**config.mk**
```make
export PLATFORM = sky130hd
export DESIGN_NAME = modbus_rtu_tx_framer_flat
export DESIGN_NICKNAME = d
export VERILOG_FILES = /design/src/rtl/modbus_rtu_tx_framer_if.sv /design/src/rtl/modbus_rtu_tx_framer.sv /design/src/flat_wrapper.sv
export SDC_FILE = /design/constraint.sdc
export NUM_CORES = 1
export LEC_CHECK = 0
export BUFFER_PORTS_ARGS = -buffer_cell sky130_fd_sc_hd__buf_2
export CORE_MARGIN = 4
export CORE_UTILIZATION = 59
export CTS_BUF_LIST = sky130_fd_sc_hd__clkbuf_16
export CTS_CLUSTER_DIAMETER = 150
export DETAILED_ROUTE_END_ITERATION = 8
export GPL_TIMING_DRIVEN = 1
export PLACE_DENSITY = 0.8
export SYNTH_ARGS = -nofsm -noshare
export SYNTH_HDL_FRONTEND = slang
export SYNTH_SLANG_ARGS = --single-unit
```
**constraint.sdc**
```tcl
create_clock -name clk -period 2.6 [get_ports clk]
set_input_delay 0.52 -clock clk [delete_from_list [all_inputs] [get_ports clk]]
set_output_delay 0.52 -clock clk [all_outputs]
set_load 0.03 [all_outputs]
```
**src/rtl/modbus_rtu_tx_framer_if.sv**
```systemverilog
// Byte-stream handshake bundle for the Modbus RTU TX framer:
// payload in from the message buffer, framed bytes out to the UART.
interface modbus_rtu_tx_framer_if;
  logic [7:0] in_data;
  logic       in_last;
  logic       in_valid;
  logic       in_ready;
  logic [7:0] out_data;
  logic       out_valid;
  logic       out_ready;

  // framer side
  modport slave (
    input  in_data, in_last, in_valid, out_ready,
    output in_ready, out_data, out_valid
  );

  // producer / UART side
  modport master (
    output in_data, in_last, in_valid, out_ready,
    input  in_ready, out_data, out_valid
  );
endinterface

```
**src/rtl/modbus_rtu_tx_framer.sv**
```systemverilog
// Modbus RTU transmit framer: forwards payload bytes, computes CRC-16/Modbus
// bit-serially (8 clk per byte), appends CRC lo/hi and holds the 3.5-char
// inter-frame silence before the next frame may start.
module modbus_rtu_tx_framer #(
  parameter int GAP_CLKS = 16710,
  parameter int MAX_LEN  = 254
) (
  input  logic                  clk,
  input  logic                  reset,
  modbus_rtu_tx_framer_if.slave bus,
  output logic                  busy,
  output logic                  frame_done,
  output logic                  len_err,
  output logic [15:0]           crc_out
);

  typedef enum logic [2:0] {
    S_LOAD, S_CALC, S_SEND_DATA, S_SEND_CRC_LO, S_SEND_CRC_HI, S_GAP
  } state_t;

  state_t      r_state, w_next;
  logic [15:0] r_crc;
  logic [7:0]  r_cnt;
  logic [3:0]  r_bit;
  logic [7:0]  r_byte;
  logic        r_last;
  logic        r_busy;
  logic        r_frame_done;
  logic        r_len_err;
  logic [15:0] r_crc_out;
  logic [15:0] r_gap;

  logic        w_accept;
  logic [7:0]  w_cnt_inc;
  logic        w_force;
  logic        w_bit_done;
  logic        w_gap_zero;
  logic [15:0] w_crc_shift;

  assign w_accept    = bus.in_valid && (r_state == S_LOAD);
  assign w_cnt_inc   = r_cnt + 8'd1;
  assign w_force     = (w_cnt_inc == 8'(MAX_LEN));
  // r_bit counts shifts done; the extra cycle at 8 is the hand-off to SEND_DATA
  assign w_bit_done  = (r_bit == 4'd8);
  assign w_gap_zero  = (r_gap == 16'd0);
  assign w_crc_shift = r_crc[0] ? ((r_crc >> 1) ^ 16'hA001) : (r_crc >> 1);

  assign busy       = r_busy;
  assign frame_done = r_frame_done;
  assign len_err    = r_len_err;
  assign crc_out    = r_crc_out;

  // State register
  always_ff @(posedge clk or posedge reset) begin
    if (reset) r_state <= S_LOAD;
    else       r_state <= w_next;
  end

  // Next-state and handshake outputs
  always_comb begin
    w_next        = r_state;
    bus.in_ready  = 1'b0;
    bus.out_valid = 1'b0;
    bus.out_data  = 8'h00;
    case (r_state)
      S_LOAD: begin
        bus.in_ready = 1'b1;
        if (bus.in_valid) w_next = S_CALC;
      end
      S_CALC: begin
        if (w_bit_done) w_next = S_SEND_DATA;
      end
      S_SEND_DATA: begin
        bus.out_valid = 1'b1;
        bus.out_data  = r_byte;
        if (bus.out_ready) w_next = r_last ? S_SEND_CRC_LO : S_LOAD;
      end
      S_SEND_CRC_LO: begin
        bus.out_valid = 1'b1;
        bus.out_data  = r_crc[7:0];
        if (bus.out_ready) w_next = S_SEND_CRC_HI;
      end
      S_SEND_CRC_HI: begin
        bus.out_valid = 1'b1;
        bus.out_data  = r_crc[15:8];
        if (bus.out_ready) w_next = S_GAP;
      end
      S_GAP: begin
        if (w_gap_zero) w_next = S_LOAD;
      end
      default: w_next = S_LOAD;
    endcase
  end

  // Datapath: byte latch, CRC engine, counters and status pulses
  always_ff @(posedge clk or posedge reset) begin
    if (reset) begin
      r_crc        <= 16'hFFFF;
      r_cnt        <= 8'd0;
      r_bit        <= 4'd0;
      r_byte       <= 8'h00;
      r_last       <= 1'b0;
      r_busy       <= 1'b0;
      r_frame_done <= 1'b0;
      r_len_err    <= 1'b0;
      r_crc_out    <= 16'h0000;
      r_gap        <= 16'd0;
    end else begin
      r_frame_done <= 1'b0;
      r_len_err    <= 1'b0;
      case (r_state)
        S_LOAD: begin
          if (w_accept) begin
            r_byte     <= bus.in_data;
            r_crc      <= {r_crc[15:8], r_crc[7:0] ^ bus.in_data};
            r_cnt      <= w_cnt_inc;
            r_busy     <= 1'b1;
            r_bit      <= 4'd0;
            r_last     <= bus.in_last | w_force;
            r_len_err  <= w_force & ~bus.in_last;
          end
        end
        S_CALC: begin
          if (!w_bit_done) begin
            r_crc <= w_crc_shift;
            r_bit <= r_bit + 4'd1;
          end
        end
        S_SEND_CRC_HI: begin
          if (bus.out_ready) begin
            r_crc_out <= r_crc;
            r_gap     <= 16'(GAP_CLKS - 1);
          end
        end
        S_GAP: begin
          if (w_gap_zero) begin
            r_frame_done <= 1'b1;
            r_busy       <= 1'b0;
            r_crc        <= 16'hFFFF;
            r_cnt        <= 8'd0;
          end else begin
            r_gap <= r_gap - 16'd1;
          end
        end
        default: ;
      endcase
    end
  end

endmodule

```
**src/flat_wrapper.sv**
```systemverilog
// flat-port wrapper written by rule: the top's interface ports become plain ports
module modbus_rtu_tx_framer_flat 
#(
  parameter int GAP_CLKS = 16710,
  parameter int MAX_LEN  = 254
)
  (clk, reset, busy, frame_done, len_err, crc_out, bus_in_data, bus_in_last, bus_in_valid, bus_out_ready, bus_in_ready, bus_out_data, bus_out_valid);
  modbus_rtu_tx_framer_if bus_i ();
  input  logic clk;
  input  logic reset;
  output logic busy;
  output logic frame_done;
  output logic len_err;
  output logic [15:0] crc_out;
  input wire logic [$bits(bus_i.in_data)-1:0] bus_in_data;
  input wire logic [$bits(bus_i.in_last)-1:0] bus_in_last;
  input wire logic [$bits(bus_i.in_valid)-1:0] bus_in_valid;
  input wire logic [$bits(bus_i.out_ready)-1:0] bus_out_ready;
  output wire logic [$bits(bus_i.in_ready)-1:0] bus_in_ready;
  output wire logic [$bits(bus_i.out_data)-1:0] bus_out_data;
  output wire logic [$bits(bus_i.out_valid)-1:0] bus_out_valid;
  assign bus_i.in_data = bus_in_data;
  assign bus_i.in_last = bus_in_last;
  assign bus_i.in_valid = bus_in_valid;
  assign bus_i.out_ready = bus_out_ready;
  assign bus_in_ready = bus_i.in_ready;
  assign bus_out_data = bus_i.out_data;
  assign bus_out_valid = bus_i.out_valid;
  modbus_rtu_tx_framer #(.GAP_CLKS(GAP_CLKS), .MAX_LEN(MAX_LEN)) u_core (.clk(clk), .reset(reset), .bus(bus_i), .busy(busy), .frame_done(frame_done), .len_err(len_err), .crc_out(crc_out));
endmodule
```
==> results of run 1 <==
==> critical path, stage by stage (launching register included) <==
cell and delay (ns):
dfrtp_1 0.52, nor2_1 0.23, and2_1 0.34, nand2_1 0.08, o21ai_0 0.11, buf_2 0.25
==> Yosys cell counts, types with 10 or more instances <==
master,count,area (um2)
o21ai_0,18,90.1
dfrtp_1,59,1480
a31oi_1,10,62.6
inv_1,11,41.3
clkbuf_1,16,60.1
nand2_1,113,424
mux2i_1,21,210
nor3_1,12,60.1
nand3_1,23,115
nor2_1,18,67.6
dfstp_2,16,420
a211oi_1,10,75.1
==> cell usage in the layout, fill, tap and decap left out, types with 7 or more instances in the layout <==
cell	n
nand2_1	113
dfrtp_1	59
buf_2	41
nand3_1	23
mux2i_1	21
nor2_1	18
o21ai_0	18
dfstp_2	16
nor3_1	12
inv_1	11
a31oi_1	10
a211oi_1	10
buf_4	10
clkbuf_16	9
nand2b_1	7
o22a_1	7
==> power groups by stage <==
stage	clock [mW]	sequential [mW]	combinational [mW]
4_1_cts	1.34	2.17	2.03
3_3_place_gp	0	2.15	1.95
5_1_grt	1.40	2.26	2.25
6_report	1.32	2.18	2.04
3_5_place_dp	0	2.18	2.01
2_1_floorplan	0	2.20	1.43
==> how the worst max path moves through the flow <==
stage                      start              end  slack [ns]
3_5_place_dp     u_core.r_gap[0]  u_core.r_cnt[3]        0.37
5_1_grt        u_core.r_state[1]  bus_out_data[0]        0.03
2_1_floorplan              reset      u_core.busy        0.20
3_3_place_gp     u_core.r_gap[0]  u_core.r_cnt[0]        0.51
4_1_cts        u_core.r_state[2]  bus_out_data[7]        0.23
6_report       u_core.r_state[1]  bus_out_data[7]        0.21
==> through the flow <==
stage	hold WS [ns]	instance area, um2	setup WS, ns	std cells
2_1_floorplan	0.445	3950	0.197	435
3_3_place_gp	0.453	4230	0.507	537
3_5_place_dp	0.458	4230	0.368	537
4_1_cts	0.277	4550	0.234	553
5_1_grt	0.302	4550	0.0281	553
6_report	0.262	4550	0.208	553
==> cell families (layout without fill, tap and decap cells) <==
| family | after synthesis | after routing | synth area share |
|---|---|---|---|
| compound gates | 68 | 68 | 0.115 |
| fa+ha+maj | 6 | 6 | 0.0190 |
| xor+xnor | 6 | 6 | 0.0133 |
| buf+inv | 39 | 80 | 0.0412 |
| simple gates | 220 | 220 | 0.279 |
| mux | 21 | 21 | 0.0532 |
| flops | 75 | 75 | 0.480 |
==> routing by layer <==
metal | vias to the layer above | wire length [um] | GRT usage
met1 | 1604 | 4050 | 0.345
met2 | 132 | 4600 | 0.383
met5 | - | 0 | 0
li1 | 1595 | - | -
met3 | 14 | 740 | 0.0551
met4 | 0 | 102 | 0.0587
==> final cells by class <==
type	count	area [um2]	area share
Clock buffer	9	225	0.0495
Clock inverter	7	92.6	0.0204
Inverter	12	45.0	0.00990
Multi-Input combinational cell	321	1890	0.416
Sequential cell	75	1900	0.417
Tap cell	77	96.3	0.0212
Timing Repair Buffer	52	300	0.0660
==> sequential cells by signal, summed over array words and instances, names as in the netlist <==
name and cells:
u_core.r_byte 8, u_core.crc_out 16, u_core.r_bit 4, u_core.r_last 1, u_core.r_crc 16, u_core.frame_done 1
u_core.r_state 3, u_core.busy 1, u_core.len_err 1, u_core.r_gap 16, u_core.r_cnt 8
==> flow_summary.toml, run 1 <==
[run_status]
status = "completed"

[pwr]
seqPwrFrac = 0.394
ir_drop_uv = 754
power_mw = 5.54
switching_share = 0.403
power_leakage_nw = 2.11
power_density_nw_per_um2 = 1220
power.clock.fraction = 0.238
power.switching_mw = 2.24
internal_power_mw = 3.31
comb_power_share = 0.368

[route]
vias = 3345
route.detailed.drc = 0
wl_per_cell_um = 17.2
firstDrtPassIters = 5
drt_iter0_drc = 300
finalWirelength_um = 9490
ant_nets = 0
post_drt_via_cell_ratio = 6.05

[cells_and_area]
drive_above_1_share = 0.202
area_growth_pct = 15.1
diodes = 0
nNetsFinal = 490
nFillCells = 487
fin_util = 0.708

[logic_synthesis]
ys_seq_area_frac = 0.480
synth_area_um2 = 3950
syn_area_per_cell_um2 = 9.08
ys_types = 56
synth_fp_nets = 454
synth_seq_cells = 75
ys_async_sr_fraction = 1.00
synth-warning-count = 0
syn_inst = 435
synth_ff_type = "dfrtp_1"
synth_edf_count = 0

[worst_hold_path]
hold_path.class = "in -> async"

[setup_path]
cp.required_ns = 2.08
worstReg2RegEnd = "u_core.r_cnt[2]"
r2r_cells = 6
critPathMaxFanout = 15
worstPathArrival_ns = 1.87
crit_type = "reg -> out"
startpoint_type = "register"
rrSetupSlack_ns = 0.28
critPathCaptureType = "primary output"
r2r-start = "u_core.r_gap[0]"

[clock_tree]
cts-root-buf = "clkbuf_16"
path_clk_slew_ns = 0.06
numCtsBuffers = 9
post_cts_resized = 0
cts_setup_buffers = 0
clk_latency_ns = 0.33
cts_tree = "yes"
hold_buffers = 0
htreeDepth = 3
cts_max_path_buffers = 2
clock-sinks = 75

[global_routing]
overflow = 0
grt_max_degree = 36
grt_pass1_vias = 3159
antenna_found_initial = 0
grt_pass1_wl_um = 16000
groute.usage.overall = 0.244

[sta]
rsz0062_at_grt = "false"
period_share = 0.920
fin_skew_ns = 0.00632
fmax_ghz = 0.418
setup_viol = 0
drv_slew = 0
tightestPinTransition_ns = 0.621
hold_viol = 0
tns_ns = 0
fin_crit_ns = 2.39
slew-limit-headroom = 0.585

[die]
die_height_um = 89.8
dieWidth_um = 89.8
rows = 29
pin_count = 42
die_area_um2 = 8070
core_area_um2 = 6420
start_util = 0.615

[run]
cap_violations = 0

[placement]
dpl.hpwl_um = 6500
gp_congestion = 0.822
port-buffer-count = 41
(Power assumes the default switching activity.)
==> run 2: changes to the inputs <==
- CELL_PAD_IN_SITES_DETAIL_PLACEMENT: not set -> 1
- CELL_PAD_IN_SITES_GLOBAL_PLACEMENT: not set -> 1
- CORE_UTILIZATION: 59 -> 45
- PLACE_DENSITY: 0.8 -> not set
- PLACE_DENSITY_LB_ADDON: not set -> 0.1
- SKIP_LAST_GASP: not set -> 1
- clock period: 2.6 -> 2.65 ns (I/O delays scaled with it)
==> run 2 against run 1 <==
  * Global-route usage down 0.75 points
  * Clock power about the same
  * Core utilization down 16 points
  * Combinational power up 3%
  * Sequential share of layout area down 0.48 points
  * Largest cell class is now multi-input combinational cells
  * Largest power group unchanged
  * Highest routed layer unchanged
==> flow_summary.toml, run 2 (synthesized netlist as in run 1, its figures left out) <==
[cells_and_area]
final_common_cell = "nand2_1"
finalInstanceArea_um2 = 4600
diodes = 0
final_cell_mix = "nand2_1, dfrtp_1, buf_2"
area_growth_pct = 16.4
drive_above_1_share = 0.205
nNetsFinal = 491
fin_util = 0.549
nFillCells = 999

[setup_path]
crit_buf_inv = 1
worstReg2RegEnd = "u_core.r_cnt[2]"
critical_path.max_stage_delay_ns = 0.64
cp_slowest_cell = "nor3b_1"
rrSetupSlack_ns = 0.16
crit_family = "simple AND/OR/NAND/NOR gates"
crit_type = "reg -> reg"
r2r-start = "u_core.r_gap[0]"
worstPathArrival_ns = 2.72
r2r_cells = 6
cp.required_ns = 2.88
crit_chain = "inv_1 > ha_1 > nor3b_1 > and2_0 > nand3_2 > a31o_2"
startpoint_type = "register"
critPathMaxFanout = 10
critPathCaptureType = "register"

[clock_tree]
cts_setup_buffers = 0
cts_max_path_buffers = 2
htreeDepth = 3
clock-sinks = 75
path_clk_slew_ns = 0.06
cts_tree = "yes"
cts-root-buf = "clkbuf_16"
numCtsBuffers = 9
clk_latency_ns = 0.34

[route]
post_drt_via_cell_ratio = 5.74
wl_per_cell_um = 19.5
finalWirelength_um = 11400
drt_iter0_drc = 172
route.detailed.drc = 0
firstDrtPassIters = 4
vias = 3342
ant_nets = 0

[run_status]
status = "completed"

[worst_hold_path]
hold_path.class = "in -> async"

[placement]
placed_area_um2 = 4270
dpl.hpwl_um = 7930
gp_congestion = 0.854
port-buffer-count = 41

[sta]
tns_ns = 0
fmax_ghz = 0.401
period_share = 0.940
fin_skew_ns = 0.00780
drv_slew = 0
tightestPinTransition_ns = 0.756
fin_crit_ns = 2.49
slew-limit-headroom = 0.495
hold_viol = 0
setup_viol = 0

[pwr]
ir_drop_uv = 507
power_density_nw_per_um2 = 1210
power_leakage_nw = 2.12

[global_routing]
grt_pass1_vias = 3556
groute.usage.overall = 0.236
overflow = 0
grt_max_degree = 55
grt_pass1_wl_um = 19000
antenna_found_initial = 0

[run]
cap_violations = 0

[die]
rows = 33
pin_count = 42
start_util = 0.471
die_height_um = 102
die_area_um2 = 10300
dieWidth_um = 102
core_area_um2 = 8380
## run 2: cell types whose count changed in the layout (fill, tap and decap cells not counted), sizes merged
cell / change
buf: +1
## run 2: worst reg2reg max path: cells and delay by family (launching register included)
family / cells / cell delay [ns]
DFF: 1 / 0.41
adders and majority gates: 1 / 0.19
and+or+nand+nor: 3 / 1.34
AOI/OAI and AO/OA: 1 / 0.32
buffers and inverters: 1 / 0.13
## run 2: worst max-delay path by stage
stage	start	endpoint	slack, ns	depth (start not counted)
final	u_core.r_gap[0]	u_core.r_cnt[2]	0.16	6
after global routing	u_core.r_gap[0]	u_core.r_cnt[1]	-0.005	7
after CTS	u_core.r_state[1]	bus_out_data[6]	0.17	5
after detailed placement	u_core.r_gap[0]	u_core.r_cnt[3]	0.20	6
after global placement	u_core.r_gap[0]	u_core.r_cnt[0]	0.50	6
after floorplan	reset	u_core.busy	0.24	1
## run 2: repair_timing
action                                 in CTS  in global routing
hold buffers                                0                  0
setup endpoints to repair                   0                  4
resized for setup                           0                  2
endpoints found under the hold margin       0                  0
## run 2: cell type report
class | count | area (um2) | area share
multi-input cells | 321 | 1900 | 0.413
flip-flops and latches | 75 | 1900 | 0.412
inverters | 12 | 45.0 | 0.00979
clock inverters | 7 | 92.6 | 0.0201
well taps | 105 | 131 | 0.0286
clock buffers | 9 | 225 | 0.0490
repair buffers | 53 | 308 | 0.0669
## run 2: routing by layer
layer | vias to the layer above | track usage | wire length [um]
met3 | 11 | 0.0461 | 386
li1 | 1593 | - | -
met2 | 58 | 0.386 | 5610
met5 | - | 0 | 0
met4 | 0 | 0.0450 | 82
met1 | 1680 | 0.329 | 5280
## run 2: through the flow
step / setup WS [ns] / std cells / hold slack [ns] / total power [mW]
final: 0.158 / 582 / 0.217 / 5.56
after global placement: 0.500 / 566 / 0.452 / 4.09
after detailed placement: 0.199 / 566 / 0.457 / 4.23
after CTS: 0.167 / 582 / 0.225 / 5.59
after floorplan: 0.237 / 435 / 0.445 / 3.55
after global routing: -0.00543 / 582 / 0.240 / 5.95
## run 2: report_power, final
group | leakage, nW | switching (mW) | internal, mW | total (mW)
combinational | 1.05 | 1.30 | 0.795 | 2.10
sequential | 0.915 | 0.507 | 1.64 | 2.15
clock | 0.153 | 0.493 | 0.822 | 1.32
total | 2.12 | 2.30 | 3.26 | 5.56
